`config.mk`:
```
export PLATFORM = sky130hd
export DESIGN_NAME = calc_engine
export DESIGN_NICKNAME = d
export VERILOG_FILES = /design/src/rtl/calc_pkg.sv /design/src/rtl/calc_bin2bcd.sv /design/src/rtl/calc_engine.sv
export SDC_FILE = /design/constraint.sdc
export NUM_CORES = 1
export LEC_CHECK = 0
export CAP_MARGIN = 25
export CORE_UTILIZATION = 59
export CTS_CLUSTER_DIAMETER = 40
export DETAILED_ROUTE_END_ITERATION = 8
export PLACE_DENSITY = 0.76
export SLEW_MARGIN = 25
export SYNTH_ARGS = -nofsm -noshare
export SYNTH_HDL_FRONTEND = slang
export SYNTH_SLANG_ARGS = --single-unit
export TNS_END_PERCENT = 1
```
`constraint.sdc`:
```
create_clock -name clk -period 7.4 [get_ports clk]
set_input_delay 0.74 -clock clk [delete_from_list [all_inputs] [get_ports clk]]
set_output_delay 0.74 -clock clk [all_outputs]
set_load 0.1 [all_outputs]
```
`src/rtl/calc_pkg.sv`:
```
// Shared definitions for the calculator engine: operand width, opcodes,
// state encoding, default display codes and the display formatting helper.
// Ports: none (package).
package calc_pkg;

  localparam int OPW = 14;
  localparam logic [OPW-1:0] MAX_VAL = 14'd9999;
  localparam logic [OPW-1:0] ENTRY_LIMIT = 14'd1000;

  localparam logic [3:0] DEF_BLANK_CODE = 4'hF;
  localparam logic [3:0] DEF_ERR_CODE   = 4'hE;

  localparam logic [2:0] OP_ADD = 3'd0;
  localparam logic [2:0] OP_SUB = 3'd1;
  localparam logic [2:0] OP_MUL = 3'd2;
  localparam logic [2:0] OP_DIV = 3'd3;
  localparam logic [2:0] OP_MOD = 3'd4;

  typedef enum logic [2:0] {
    ST_ENTRY_A = 3'd0,
    ST_ENTRY_B = 3'd1,
    ST_COMPUTE = 3'd2,
    ST_CONVERT = 3'd3,
    ST_RESULT  = 3'd4,
    ST_ERROR   = 3'd5
  } state_e;

  // Turns four BCD digits {d4,d3,d2,d1} into display codes, replacing
  // leading zeros with the blank code. The units digit is never blanked,
  // so zero shows as a single "0".
  function automatic logic [15:0] disp_fmt(input logic [15:0] bcd,
                                           input logic [3:0]  blank);
    logic [15:0] d;
    logic        lead;
    d    = bcd;
    lead = 1'b1;
    for (int i = 3; i >= 1; i--) begin
      if (lead && (bcd[4*i +: 4] == 4'd0)) begin
        d[4*i +: 4] = blank;
      end else begin
        lead = 1'b0;
      end
    end
    return d;
  endfunction

endpackage

```
`src/rtl/calc_bin2bcd.sv`:
```
// Sequential double-dabble: 14-bit binary to four BCD digits.
// Latency: i_start sampled on edge 0, o_done pulses for the cycle after edge 13,
// so a consumer reacting to o_done leaves on edge 14. No backpressure; a new
// i_start restarts the conversion.
// Ports: clk, reset (async high), i_start, i_bin[13:0], o_done, o_bcd[15:0] = {d4,d3,d2,d1}.
module calc_bin2bcd
  import calc_pkg::*;
(
  input  logic           clk,
  input  logic           reset,
  input  logic           i_start,
  input  logic [OPW-1:0] i_bin,
  output logic           o_done,
  output logic [15:0]    o_bcd
);

  logic [OPW+15:0] r_sh;   // {bcd[15:0], binary[13:0]}
  logic [3:0]      r_cnt;
  logic            r_run;
  logic            r_done;

  // One iteration: adjust each BCD column that is >= 5, then shift left.
  function automatic logic [OPW+15:0] dd_step(input logic [OPW+15:0] v);
    logic [OPW+15:0] t;
    t = v;
    for (int d = 0; d < 4; d++) begin
      if (t[OPW + 4*d +: 4] >= 4'd5) begin
        t[OPW + 4*d +: 4] = t[OPW + 4*d +: 4] + 4'd3;
      end
    end
    return t << 1;
  endfunction

  // The load edge already performs the first iteration (the BCD field is
  // zero, so it is a plain shift); 13 more follow.
  always_ff @(posedge clk or posedge reset) begin
    if (reset) begin
      r_sh   <= '0;
      r_cnt  <= '0;
      r_run  <= 1'b0;
      r_done <= 1'b0;
    end else begin
      r_done <= 1'b0;
      if (i_start) begin
        r_sh  <= dd_step({16'd0, i_bin});
        r_cnt <= 4'd1;
        r_run <= 1'b1;
      end else if (r_run) begin
        r_sh  <= dd_step(r_sh);
        r_cnt <= r_cnt + 4'd1;
        if (r_cnt == 4'd13) begin
          r_run  <= 1'b0;
          r_done <= 1'b1;
        end
      end
    end
  end

  assign o_done = r_done;
  assign o_bcd  = r_sh[OPW+15:OPW];

endmodule

```
`src/rtl/calc_engine.sv`:
```
// Four-digit keypad calculator: operand entry, add/sub/mul (1 cycle),
// restoring div/mod (14 cycles), BCD conversion (14 cycles), display drive.
// Latency: display updates one cycle after an accepted key; busy 15 cycles
// for add/sub/mul, 28 for div/mod. Key pulses arriving while busy are dropped.
// Ports: clk, reset (async high), num[3:0]/numPressed, opt[2:0]/optPressed,
// submit; outputs num1..num4 (num1 rightmost), busy, err.
module calc_engine
  import calc_pkg::*;
#(
  parameter logic [3:0] BLANK_CODE = DEF_BLANK_CODE,
  parameter logic [3:0] ERR_CODE   = DEF_ERR_CODE
)(
  input  logic       clk,
  input  logic       reset,
  input  logic [3:0] num,
  input  logic       numPressed,
  input  logic [2:0] opt,
  input  logic       optPressed,
  input  logic       submit,
  output logic [3:0] num1,
  output logic [3:0] num2,
  output logic [3:0] num3,
  output logic [3:0] num4,
  output logic       busy,
  output logic       err
);

  state_e         r_state, w_state_nx;
  logic [OPW-1:0] r_acc, w_acc_nx;
  logic [15:0]    r_acc_bcd, w_acc_bcd_nx;  // acc kept in BCD too, for display
  logic [OPW-1:0] r_a, w_a_nx;
  logic [OPW-1:0] r_b, w_b_nx;
  logic [2:0]     r_op, w_op_nx;
  logic [3:0]     r_cnt, w_cnt_nx;
  logic [OPW-1:0] r_rem, w_rem_nx;
  logic [OPW-1:0] r_quo, w_quo_nx;
  logic [OPW-1:0] r_result, w_result_nx;
  logic [15:0]    r_disp, w_disp_nx;        // {num4,num3,num2,num1}

  // One event per cycle: submit beats operator beats digit.
  logic w_ev_sub, w_ev_opt, w_ev_num;
  logic w_op_ok, w_dig_ok, w_acc_room;
  logic [OPW-1:0] w_acc_dig;
  logic [15:0]    w_acc_bcd_dig;

  assign w_ev_sub      = submit;
  assign w_ev_opt      = !submit && optPressed;
  assign w_ev_num      = !submit && !optPressed && numPressed;
  assign w_op_ok       = (opt <= OP_MOD);
  assign w_dig_ok      = (num <= 4'd9);
  assign w_acc_room    = (r_acc < ENTRY_LIMIT);
  assign w_acc_dig     = r_acc * 14'd10 + {10'd0, num};
  assign w_acc_bcd_dig = {r_acc_bcd[11:0], num};

  // Arithmetic
  logic [OPW:0]     w_sum;
  logic [2*OPW-1:0] w_prod;
  logic [OPW:0]     w_div_shift;
  logic             w_div_ge;
  logic [OPW-1:0]   w_div_rem, w_div_quo;
  logic [OPW-1:0]   w_alu_res;
  logic             w_alu_err, w_alu_last;

  assign w_sum  = {1'b0, r_a} + {1'b0, r_b};
  assign w_prod = {14'd0, r_a} * {14'd0, r_b};

  // Restoring divide step: bring down the next dividend bit, subtract the
  // divisor when it fits. The remainder stays below B, so 14 bits suffice.
  assign w_div_shift = {r_rem, r_quo[OPW-1]};
  assign w_div_ge    = (w_div_shift >= {1'b0, r_b});
  assign w_div_rem   = w_div_ge ? 14'(w_div_shift - {1'b0, r_b}) : w_div_shift[OPW-1:0];
  assign w_div_quo   = {r_quo[OPW-2:0], w_div_ge};

  always_comb begin
    w_alu_res  = w_sum[OPW-1:0];
    w_alu_err  = 1'b0;
    w_alu_last = 1'b1;
    case (r_op)
      OP_ADD: begin
        w_alu_res = w_sum[OPW-1:0];
        w_alu_err = (w_sum > {1'b0, MAX_VAL});
      end
      OP_SUB: begin
        w_alu_res = r_a - r_b;
        w_alu_err = (r_a < r_b);
      end
      OP_MUL: begin
        w_alu_res = w_prod[OPW-1:0];
        w_alu_err = (w_prod > {14'd0, MAX_VAL});
      end
      OP_DIV, OP_MOD: begin
        // Iteration 14 is taken combinationally into the converter start.
        w_alu_res  = (r_op == OP_DIV) ? w_div_quo : w_div_rem;
        w_alu_err  = (r_b == '0);
        w_alu_last = (r_cnt == 4'd13);
      end
      default: w_alu_err = 1'b1;
    endcase
  end

  logic           w_cvt_start;
  logic [OPW-1:0] w_cvt_bin;
  logic           w_cvt_done;
  logic [15:0]    w_cvt_bcd;

  calc_bin2bcd u_bin2bcd (
    .clk     (clk),
    .reset   (reset),
    .i_start (w_cvt_start),
    .i_bin   (w_cvt_bin),
    .o_done  (w_cvt_done),
    .o_bcd   (w_cvt_bcd)
  );

  always_comb begin
    w_state_nx   = r_state;
    w_acc_nx     = r_acc;
    w_acc_bcd_nx = r_acc_bcd;
    w_a_nx       = r_a;
    w_b_nx       = r_b;
    w_op_nx      = r_op;
    w_cnt_nx     = r_cnt;
    w_rem_nx     = r_rem;
    w_quo_nx     = r_quo;
    w_result_nx  = r_result;
    w_disp_nx    = r_disp;
    w_cvt_start  = 1'b0;
    w_cvt_bin    = '0;

    case (r_state)
      ST_ENTRY_A: begin
        // Display already shows acc, which becomes A: no display change.
        if (w_ev_opt && w_op_ok) begin
          w_a_nx       = r_acc;
          w_op_nx      = opt;
          w_acc_nx     = '0;
          w_acc_bcd_nx = '0;
          w_state_nx   = ST_ENTRY_B;
        end else if (w_ev_num && w_dig_ok && w_acc_room) begin
          w_acc_nx     = w_acc_dig;
          w_acc_bcd_nx = w_acc_bcd_dig;
          w_disp_nx    = disp_fmt(w_acc_bcd_dig, BLANK_CODE);
        end
      end

      ST_ENTRY_B: begin
        // Display keeps showing A until a digit of B is taken.
        if (w_ev_sub) begin
          w_b_nx     = r_acc;
          w_cnt_nx   = '0;
          w_rem_nx   = '0;
          w_quo_nx   = r_a;
          w_state_nx = ST_COMPUTE;
        end else if (w_ev_opt && w_op_ok) begin
          w_op_nx = opt;
        end else if (w_ev_num && w_dig_ok && w_acc_room) begin
          w_acc_nx     = w_acc_dig;
          w_acc_bcd_nx = w_acc_bcd_dig;
          w_disp_nx    = disp_fmt(w_acc_bcd_dig, BLANK_CODE);
        end
      end

      ST_COMPUTE: begin
        if (w_alu_err) begin
          w_state_nx = ST_ERROR;
          w_disp_nx  = {BLANK_CODE, BLANK_CODE, BLANK_CODE, ERR_CODE};
        end else if (w_alu_last) begin
          w_result_nx = w_alu_res;
          w_cvt_start = 1'b1;
          w_cvt_bin   = w_alu_res;
          w_state_nx  = ST_CONVERT;
        end else begin
          w_rem_nx = w_div_rem;
          w_quo_nx = w_div_quo;
          w_cnt_nx = r_cnt + 4'd1;
        end
      end

      ST_CONVERT: begin
        if (w_cvt_done) begin
          w_disp_nx  = disp_fmt(w_cvt_bcd, BLANK_CODE);
          w_state_nx = ST_RESULT;
        end
      end

      ST_RESULT: begin
        // Display shows the result, which becomes A when chaining.
        if (w_ev_opt && w_op_ok) begin
          w_a_nx       = r_result;
          w_op_nx      = opt;
          w_acc_nx     = '0;
          w_acc_bcd_nx = '0;
          w_state_nx   = ST_ENTRY_B;
        end else if (w_ev_num && w_dig_ok) begin
          w_acc_nx     = {10'd0, num};
          w_acc_bcd_nx = {12'd0, num};
          w_disp_nx    = disp_fmt({12'd0, num}, BLANK_CODE);
          w_state_nx   = ST_ENTRY_A;
        end
      end

      ST_ERROR: begin
        if (w_ev_sub) begin
          w_acc_nx     = '0;
          w_acc_bcd_nx = '0;
          w_disp_nx    = disp_fmt(16'd0, BLANK_CODE);
          w_state_nx   = ST_ENTRY_A;
        end else if (w_ev_num && w_dig_ok) begin
          w_acc_nx     = {10'd0, num};
          w_acc_bcd_nx = {12'd0, num};
          w_disp_nx    = disp_fmt({12'd0, num}, BLANK_CODE);
          w_state_nx   = ST_ENTRY_A;
        end
      end

      default: w_state_nx = ST_ENTRY_A;
    endcase
  end

  always_ff @(posedge clk or posedge reset) begin
    if (reset) begin
      r_state   <= ST_ENTRY_A;
      r_acc     <= '0;
      r_acc_bcd <= '0;
      r_a       <= '0;
      r_b       <= '0;
      r_op      <= OP_ADD;
      r_cnt     <= '0;
      r_rem     <= '0;
      r_quo     <= '0;
      r_result  <= '0;
      r_disp    <= {BLANK_CODE, BLANK_CODE, BLANK_CODE, 4'd0};
    end else begin
      r_state   <= w_state_nx;
      r_acc     <= w_acc_nx;
      r_acc_bcd <= w_acc_bcd_nx;
      r_a       <= w_a_nx;
      r_b       <= w_b_nx;
      r_op      <= w_op_nx;
      r_cnt     <= w_cnt_nx;
      r_rem     <= w_rem_nx;
      r_quo     <= w_quo_nx;
      r_result  <= w_result_nx;
      r_disp    <= w_disp_nx;
    end
  end

  assign {num4, num3, num2, num1} = r_disp;
  assign busy = (r_state == ST_COMPUTE) || (r_state == ST_CONVERT);
  assign err  = (r_state == ST_ERROR);

endmodule

```
# == After elaboration in Yosys (flattened, before gate mapping) ==
# Index checks and enable logic that the tools add are counted.
# word_totals
out_inout_bits,18
romBits,0
n_memories,0
elab_cells,232
ff_bits,162
in_bits,12
ramBits,0
latchBits,0
# op_classes
n_mux,126
shifts,0
n_bitwise,1
eq_ne,27
add_sub_neg,10
magnitude_cmp,11
n_mul,2
div_mod_pow,0
reduce_logical,40
# ops
operator,n
two-way mux 16 bit,18
two-way mux 14 bit,20
one-hot mux 16 bit (6 select lines),1
one-hot mux 14 bit (2 select lines),3
two-way mux 4 bit,20
one-hot mux 16 bit (4 select lines),1
two-way mux 30 bit,2
one-hot mux 14 bit (4 select lines),1
two-way mux 1 bit,44
one-hot mux 14 bit (3 select lines),1
two-way mux 3 bit,11
"greater-than comparator 28 x 14 -> 1 bit, second input constant",1
multiplier 14 x 14 -> 28 bit,1
subtractor 14 bit,2
"!= test 2 bit, second input constant",13
logical NOT 4 bit,6
one-hot mux 3 bit (6 select lines),1
"greater-or-equal comparator 4 x 3 -> 1 bit, second input constant",4
adder 14 x 14 -> 15 bit,1
greater-or-equal comparator 15 x 14 -> 1 bit,1
"greater-than comparator 15 x 14 -> 1 bit, second input constant",1
adder 14 x 4 -> 14 bit,1
logical NOT 14 bit,1
"less-than comparator 14 x 10 -> 1 bit, second input constant",1
30 further kinds,61

# == Logic depth before layout (Yosys ltp) ==
# Gate-level depths: netlist of run 1.
# depth
ltp_word,21
mapped_depth,29
ltp_nobuf,25

# == By module ==
# Synthesis of run 1 repeated with hierarchy kept, for this count alone.
# hier_totals
hier_cells,2124
area_unflattened_um2,18435.2
# modules_own_cells
module,seq_area_each_um2,n_inst,area_per_inst_um2,cells_per_inst
calc_engine,3067.9,1,16454.5,1918
calc_bin2bcd,875.8,1,1980.6,206

# == Worst setup path before layout of run 1 ==
# OpenSTA, ideal clock, no wires.
# synth_path
path_kind,reg-to-reg
start,register r_a[1]
end,register r_disp[1]
slack_ns,0.461
setup_ns,0.125
required_time_ns,7.275
stages_incl_launch_ff,26
n_path_buf,3
arrival_time_ns,6.814
synth_period_minus_slack_ns,6.939
path_cell_list,dfrtp_1 > clkbuf_1 > nand2_1 > fa_1 > fa_1 > inv_1 > fa_1 > fa_1 > fa_1 > inv_1 > fa_1 > inv_1 > ha_1 > a21oi_1 > nand2_1 > nand3_1 > nand2_1 > nor4bb_1 > or3_1 > a2111oi_0 > and4_1 > buf_4 > o211ai_4 > nand2_4 > buf_6 > mux2_4
# synth_via
elab_chain_cells,5
word_cells_on_any_way,8
classes_between,add/sub: 1; mul: 1; order compare: 3; eq/ne: 1; mux: 1; reduce/logical: 1
# synth_lines
element,line,text
start: declaration,calc_engine.sv:31,"logic [OPW-1:0] r_a, w_a_nx;"
start signal: assignment,calc_engine.sv:237,r_a <= w_a_nx;
multiplier 14 x 14 -> 28 bit or adder 14 x 14 -> 15 bit (tied branches),"calc_engine.sv:65, calc_engine.sv:64",
greater-than comparator 28 x 14 -> 1 bit or greater-than comparator 15 x 14 -> 1 bit (tied branches),"calc_engine.sv:89, calc_engine.sv:81",
one-hot mux 1 bit (4 select lines) (*),calc_engine.sv:78,case (r_op)
!= test 2 bit (no source line) (*),-,
AND reduction 11 bit (no source line) (*),-,
end signal: assignment,calc_engine.sv:232,"r_disp <= {BLANK_CODE, BLANK_CODE, BLANK_CODE, 4'd0};"
end signal: assignment,calc_engine.sv:244,r_disp <= w_disp_nx;
end: declaration,calc_engine.sv:38,"logic [15:0] r_disp, w_disp_nx;"
# Every way passes the cells marked *; elsewhere a longest branch is shown, timed or not.
# A chain may end at the register's enable or synchronous reset.

# == Worst setup path after layout of run 1 ==
# layout_path
start,register r_b[4]
end,register r_disp[2]
# layout_via
elab_chain_cells,5
word_cells_on_any_way,9
classes_between,add/sub: 1; mul: 1; order compare: 3; eq/ne: 1; mux: 1; reduce/logical: 2
# layout_lines
element,line,text
start: declaration,calc_engine.sv:32,"logic [OPW-1:0] r_b, w_b_nx;"
start signal: assignment,calc_engine.sv:238,r_b <= w_b_nx;
multiplier 14 x 14 -> 28 bit or adder 14 x 14 -> 15 bit (tied branches),"calc_engine.sv:65, calc_engine.sv:64",
greater-than comparator 28 x 14 -> 1 bit or greater-than comparator 15 x 14 -> 1 bit (tied branches),"calc_engine.sv:89, calc_engine.sv:81",
one-hot mux 1 bit (4 select lines) (*),calc_engine.sv:78,
!= test 2 bit (no source line) (*),-,
AND reduction 11 bit (no source line) (*),-,
# Marks and branches as above.

==> impl_metrics.toml, run 1 <==
[worst_setup_path]
crit_chain = "buf_4 > and2_1 > fa_1 > inv_1 > fa_1 > inv_1 > fa_1 > fa_1 > fa_1 > inv_1 > fa_1 > inv_1 > ha_2 > and3_4 > nand4_1 > nor3_2 > a311oi_2 > nor4b_1 > nor3b_1 > o2111a_1 > and4_4 > o211ai_4 > nand2_4 > mux2_4"
cpLargestDelayFamily = "adder cells"
worst-r2r-cell-count = 24
setup.worst_path.start = "r_b[4]$_DFFE_PP0P_"
cp_num_cells = 24
endpoint = "r_disp[2]$_DFFE_PP0P_"
crit_path_end_kind = "register"
crit_slowest_cell = "fa_1"
worstSetupPathType = "register to register"
rr_endpoint = "r_disp[2]$_DFFE_PP0P_"
crit_required_ns = 7.74
crit_buf_inv = 5
cp.arrival_ns = 7.58
max_stage_delay_ns = 0.54
cp_common_cell = "fa_1"
cp_max_fo = 15
start_kind = "register"
reg2reg_from = "r_b[4]$_DFFE_PP0P_"
rrSetupSlack_ns = 0.16

[synthesis]
ys_ff_latch = 157
synth_adder_area_share = 0.287
ys_seq_area_frac = 0.222
synth_edf_count = 0
synth_compound_area_frac = 0.159
syn_area_per_cell_um2 = 8.75
synthDistinctLibCells = 78
synth.area.mux_share = 0.0555
ys_warn_count = 0
synth_nets = 2363
yosys.area_share.simple = 0.168
syn_inst = 2031
synth_top_family_by_area = "adder cells"
syn_area_mm2 = 0.0178
synthXorXnorAreaFrac = 0.0383
synth_ff_type = "dfrtp_1"
synthArstFlopShare = 1.00

[flow_run]
maxCapViolCount = 0

[global_routing]
first_global_vias = 14800
overflow = 0
grt_max_degree = 102
grt_usage = 0.324
grt_pass1_wl_um = 78300
antenna_found_initial = 0

[sta]
max_slew_margin = 0.322
setup-violations-final = 0
drv_slew = 0
fmax_mhz = 138
hold_viol = 0
clock_skew_ns = 0.00998
fin_crit_sh = 0.978
rsz0062_at_grt = "yes"
tightest_slew_ns = 1.02
period_needed_ns = 7.24

[clocking]
cts_tree = "done"
numCtsBuffers = 17
cts-root-buf = "clkbuf_16"
clock_path_buffers = 2
clk_latency_ns = 0.45
path_clk_slew_ns = 0.07
cts.htree.levels = 4
clock-sinks = 157

[detailed_routing]
drt-wirelength-per-cell_um = 19.5
final_antenna_net_count = 0
drc = 0
drt_iter0_markers = 1339
drt-total-wl_um = 47800
vias = 15000
first_pass_iters = 8
vias_per_cell = 6.10

[cells_and_area]
fillers = 2542
drive_gt1_frac = 0.0917
fin_nets = 2381
final_cell_mix = "229 x inv_1, 225 x nand2_1, 171 x ha_1, 146 x fa_1, 144 x dfrtp_1"
antenna_cells = 0
regArea_mm2 = 0.00395
layoutNonFillerInstCount = 2452
layout_commonest_cell = "inv_1"
layout-area-overhead-vs-synth_pct = 9.02
multiInputGateArea_mm2 = 0.0127
finalInstanceArea_mm2 = 0.0194

[run_status]
status = "finished, final reports clean"

[floorplanning]
start_util = 0.600
io_pins = 30
die_h_um = 176
dieArea_mm2 = 0.0308
core_mm2 = 0.0296
die_w_um = 176
fp-row-count = 63

[power]
vdd_drop_max_mv = 0.350
power_mw = 8.87
power.leakage_nw = 9.66
powerDensity_mw_per_mm2 = 457

[placement]
dpl.cell_count = 2419
placed_area_mm2 = 0.0187
portBuffers = 29
place_congestion = 0.948
place_hpwl_um = 36700

[worst_hold_path]
holdCritPathClass = "register to register"
[through the flow]
stage / setup slack, ns / setup TNS, ns / util / hold WS (ns)
after floorplan: 0.461 / 0 / - / 0.445
after global placement: 0.126 / 0 / 0.630 / 0.457
after detailed placement: -0.0964 / -0.357 / 0.630 / 0.465
after CTS: 0.0323 / 0 / 0.650 / 0.475
after global routing: -0.0496 / -0.553 / 0.654 / 0.486
final: 0.160 / 0 / 0.654 / 0.471
[final cells by class]
class,count,share of cell area
flip-flops and latches,157,0.204
inverters,230,0.0448
clock inverters,13,0.00794
multi-input cells,1553,0.656
repair buffers,90,0.0396
well taps,390,0.0252
clock buffers,19,0.0234
[registers in the layout, summed over array words and instances, names as in the netlist]
name              count
r_rem                14
r_op                  3
r_a                  14
r_cnt                 4
r_quo                14
r_result             14
r_state               3
r_disp               16
u_bin2bcd.r_run       1
r_acc_bcd            12
r_b                  14
u_bin2bcd.r_cnt       4
u_bin2bcd.o_done      1
u_bin2bcd.r_sh       29
r_acc                14
[worst min-delay path: cells and delay by family (launching register included)]
kind,cells,cell delay (ns)
buffers and inverters,1,0.04
flip-flops,1,0.37
multiplexers,1,0.06
[synth_stat cells, drive strengths merged (7+ instances only)]
cell type | count | area (um2)
and2 | 88 | 551
o31ai | 10 | 75.1
nor4 | 10 | 62.6
a21o | 24 | 180
mux2i | 46 | 460
a21oi | 100 | 500
nand2 | 226 | 856
buf | 18 | 104
nor2 | 143 | 539
xnor2 | 54 | 473
ha | 174 | 2180
inv | 230 | 863
a22o | 25 | 219
nor3 | 31 | 155
nand2b | 25 | 156
o22ai | 7 | 43.8
dfstp | 12 | 315
and3 | 11 | 68.8
nand4 | 13 | 81.3
mux2 | 40 | 480
clkbuf | 73 | 274
fa | 146 | 2920
a211oi | 24 | 190
nor3b | 7 | 52.6
nand3 | 34 | 170
o21a | 19 | 143
dfrtp | 145 | 3630
o21bai | 8 | 60.1
nor2b | 19 | 129
o21ai | 137 | 689
xor2 | 21 | 184
o211ai | 16 | 134
or3 | 12 | 75.1
[kinds of logic (layout without fill, tap and decap cells)]
group                    after synthesis  in the layout
AO/OA/AOI/OAI                        437            437
buffers and inverters                321            352
XOR/XNOR                              76             76
flip-flops                           157            157
adder cells (fa/ha/maj)              320            320
AND/OR/NAND/NOR                      632            632
multiplexers                          88             88
[worst min-delay path by stage]
stage | startpoint | to | slack [ns] | depth (start not counted)
after global placement | r_disp[10]$_DFFE_PP1P_ | r_disp[10]$_DFFE_PP1P_ | 0.46 | 2
after CTS | r_disp[15]$_DFFE_PP1P_ | r_disp[15]$_DFFE_PP1P_ | 0.47 | 2
final | r_disp[15]$_DFFE_PP1P_ | r_disp[15]$_DFFE_PP1P_ | 0.47 | 2
after detailed placement | r_disp[15]$_DFFE_PP1P_ | r_disp[15]$_DFFE_PP1P_ | 0.47 | 2
after floorplan | r_cnt[3]$_DFFE_PP0P_ | r_cnt[3]$_DFFE_PP0P_ | 0.45 | 1
after global routing | r_disp[15]$_DFFE_PP1P_ | r_disp[15]$_DFFE_PP1P_ | 0.49 | 2
[per-layer routing]
layer / track usage / share of wire / up-vias
met5: 0 / 0 / -
met4: 0.143 / 0.043 / 0
met3: 0.0654 / 0.086 / 134
met2: 0.472 / 0.43 / 629
met1: 0.467 / 0.44 / 7288
li1: - / - / 6914
[repair_timing]
item	4_1_cts	5_1_grt
setup buffers	0	0
hold buffers	0	0
resized for setup	4	23
pin swaps	0	4
cloned	0	0
setup endpoints to repair	25	70
endpoints found under the hold margin	0	0
[power by group]
group | leakage, nW | switching, mW | total (mW) | internal [mW]
sequential | 2.03 | 0.462 | 1.69 | 1.23
clock | 0.299 | 0.405 | 0.927 | 0.522
combinational | 7.32 | 3.83 | 6.25 | 2.42
total | 9.66 | 4.70 | 8.87 | 4.17
Power figures use the tool's default switching activity.
==> run 2: changes to the inputs <==
--- a/config.mk
+++ b/config.mk
@@ -6,6 +6,7 @@
 export NUM_CORES = 1
 export LEC_CHECK = 0
 export CAP_MARGIN = 25
+export CORE_ASPECT_RATIO = 1.5
 export CORE_UTILIZATION = 59
 export CTS_CLUSTER_DIAMETER = 40
 export DETAILED_ROUTE_END_ITERATION = 8
==> impl_metrics.toml, run 2 (synthesis gave the netlist of run 1 again) <==
[power]
power.leakage_nw = 9.65
power_mw = 8.92
powerDensity_mw_per_mm2 = 461
vdd_drop_max_mv = 0.500

[cells_and_area]
multiInputGateArea_mm2 = 0.0127
fillers = 2495
regArea_mm2 = 0.00395
drive_gt1_frac = 0.0918
top_register = "u_bin2bcd.r_sh"
reg_top3 = "u_bin2bcd.r_sh x29, r_disp x16"
layout-area-overhead-vs-synth_pct = 8.90
finalInstanceArea_mm2 = 0.0194
layout_commonest_cell = "inv_1"
final_cell_mix = "229 x inv_1, 225 x nand2_1, 174 x ha_1, 146 x fa_1, 144 x dfrtp_1"
largest_reg_flops = 29
antenna_cells = 0
fin_nets = 2389

[detailed_routing]
first_pass_iters = 7
final_antenna_net_count = 0
drt_iter0_markers = 959
vias = 14900
drt-wirelength-per-cell_um = 21.2
drt-total-wl_um = 52300
drc = 0
vias_per_cell = 6.06

[placement]
place_congestion = 0.953
place_hpwl_um = 41800
placed_area_mm2 = 0.0187
portBuffers = 29

[clocking]
path_clk_slew_ns = 0.07
post-cts-setup-buffers = 0
clock_path_buffers = 2
cts.htree.levels = 4
clk_latency_ns = 0.45
cts_hold_buf = 0
clock-sinks = 157
numCtsBuffers = 17
cts-root-buf = "clkbuf_16"
cts_tree = "done"

[floorplanning]
core_mm2 = 0.0296
die_w_um = 144
dieArea_mm2 = 0.0308
io_pins = 30
fp-row-count = 77
die_h_um = 215
start_util = 0.601

[worst_setup_path]
worstSetupPathType = "register to register"
max_stage_delay_ns = 0.58
cpLargestDelayFamily = "adder cells"
cp_common_cell = "fa_1"
crit_required_ns = 7.76
crit_chain = "buf_4 > and2_1 > fa_1 > inv_1 > fa_1 > inv_1 > fa_1 > fa_1 > fa_1 > inv_1 > fa_1 > inv_1 > ha_1 > and3_1 > nand4_1 > nor3_2 > a311oi_2 > mux2_2 > nor4_1 > and4_4 > o211ai_4 > or4_1 > o21ai_0"
crit_path_end_kind = "register"
cp.arrival_ns = 7.53
crit_buf_inv = 5
start_kind = "register"
crit_slowest_cell = "or4_1"
cp_max_fo = 8

[global_routing]
antenna_found_initial = 0
grt_usage = 0.355
grt_pass1_wl_um = 82800
overflow = 0
first_global_vias = 15600
grt_max_degree = 82

[run_status]
status = "finished, final reports clean"

[flow_run]
maxCapViolCount = 0

[sta]
fin_crit_sh = 0.970
fmax_mhz = 139
hold_viol = 0
period_needed_ns = 7.18
setup-violations-final = 0
clock_skew_ns = 0.0102
max_slew_margin = 0.300
drv_slew = 0
tightest_slew_ns = 1.05
rsz0062_at_grt = "yes"

[worst_hold_path]
holdCritPathClass = "register to register"
run 2: changes by cell type in the layout (fill, tap and decap cells not counted), moves of 2 or more:
cell,delta
bufinv_16,-2
ha_1,+3
buf_6,+2
o21ai_1,-2
clkinv_4,+2
ha_2,-2
buf_4,+7
clkinvlp_4,+3
clkinv_2,-2
run 2: worst register-to-register path, delay by kind of cell, from the launching register on:
| family | cells | cell delay (ns) |
|---|---|---|
| adder cells (fa/ha/maj) | 7 | 3.49 |
| AND/OR/NAND/NOR | 7 | 1.75 |
| flip-flops | 1 | 0.39 |
| AO/OA/AOI/OAI | 3 | 0.72 |
| multiplexers | 1 | 0.39 |
| buffers and inverters | 5 | 0.36 |
run 2: final cells by class:
cell class	count	share of cell area
Clock buffer	19	0.0229
Clock inverter	13	0.00569
Inverter	230	0.0448
Multi-Input combinational cell	1553	0.655
Sequential cell	157	0.204
Tap cell	395	0.0255
Timing Repair Buffer	98	0.0428
run 2: stage by stage:
stage	TNS, ns	util	cells	hold slack (ns)	worst slack (ns)
2_1_floorplan	0	-	2031	0.445	0.461
3_3_place_gp	0	0.633	2433	0.463	0.174
3_5_place_dp	-0.00237	0.633	2433	0.469	-0.00237
4_1_cts	0	0.652	2465	0.489	0.0623
5_1_grt	-0.0206	0.655	2465	0.502	-0.0206
6_report	0	0.655	2465	0.486	0.224
run 2: repair_timing:
action	in CTS	in global routing
resized for setup	2	20
endpoints found under the setup margin	2	65
pin swaps	0	3
hold endpoints to repair	0	0
run 2: where the power goes:
part,internal [mW],leakage (nW),switching [mW],total [mW]
clock,0.445,0.260,0.398,0.843
combinational,2.43,7.36,3.99,6.42
sequential,1.23,2.03,0.433,1.66
total,4.10,9.65,4.82,8.92
run 2: final timing paths:
check | end | startpoint | cells after the start | slack [ns]
max in group asynchronous | r_a[3]$_DFFE_PP0P_ | reset | 3 | 5.37
min in group asynchronous | r_rem[3]$_DFFE_PP0P_ | reset | 2 | 0.81
worst min-delay path | r_disp[10]$_DFFE_PP1P_ | r_disp[10]$_DFFE_PP1P_ | 2 | 0.49
worst max-delay path | r_result[13]$_DFFE_PP0P_ | r_b[4]$_DFFE_PP0P_ | 23 | 0.22
worst max register to register | r_result[13]$_DFFE_PP0P_ | r_b[4]$_DFFE_PP0P_ | 23 | 0.22
worst min register to register | r_disp[10]$_DFFE_PP1P_ | r_disp[10]$_DFFE_PP1P_ | 2 | 0.49
run 2: metal layers:
| layer | part of all wire | track usage |
|---|---|---|
| met1 | 0.37 | 0.387 |
| met2 | 0.52 | 0.636 |
| met3 | 0.040 | 0.0404 |
| met4 | 0.074 | 0.239 |
| met5 | 0 | 0 |
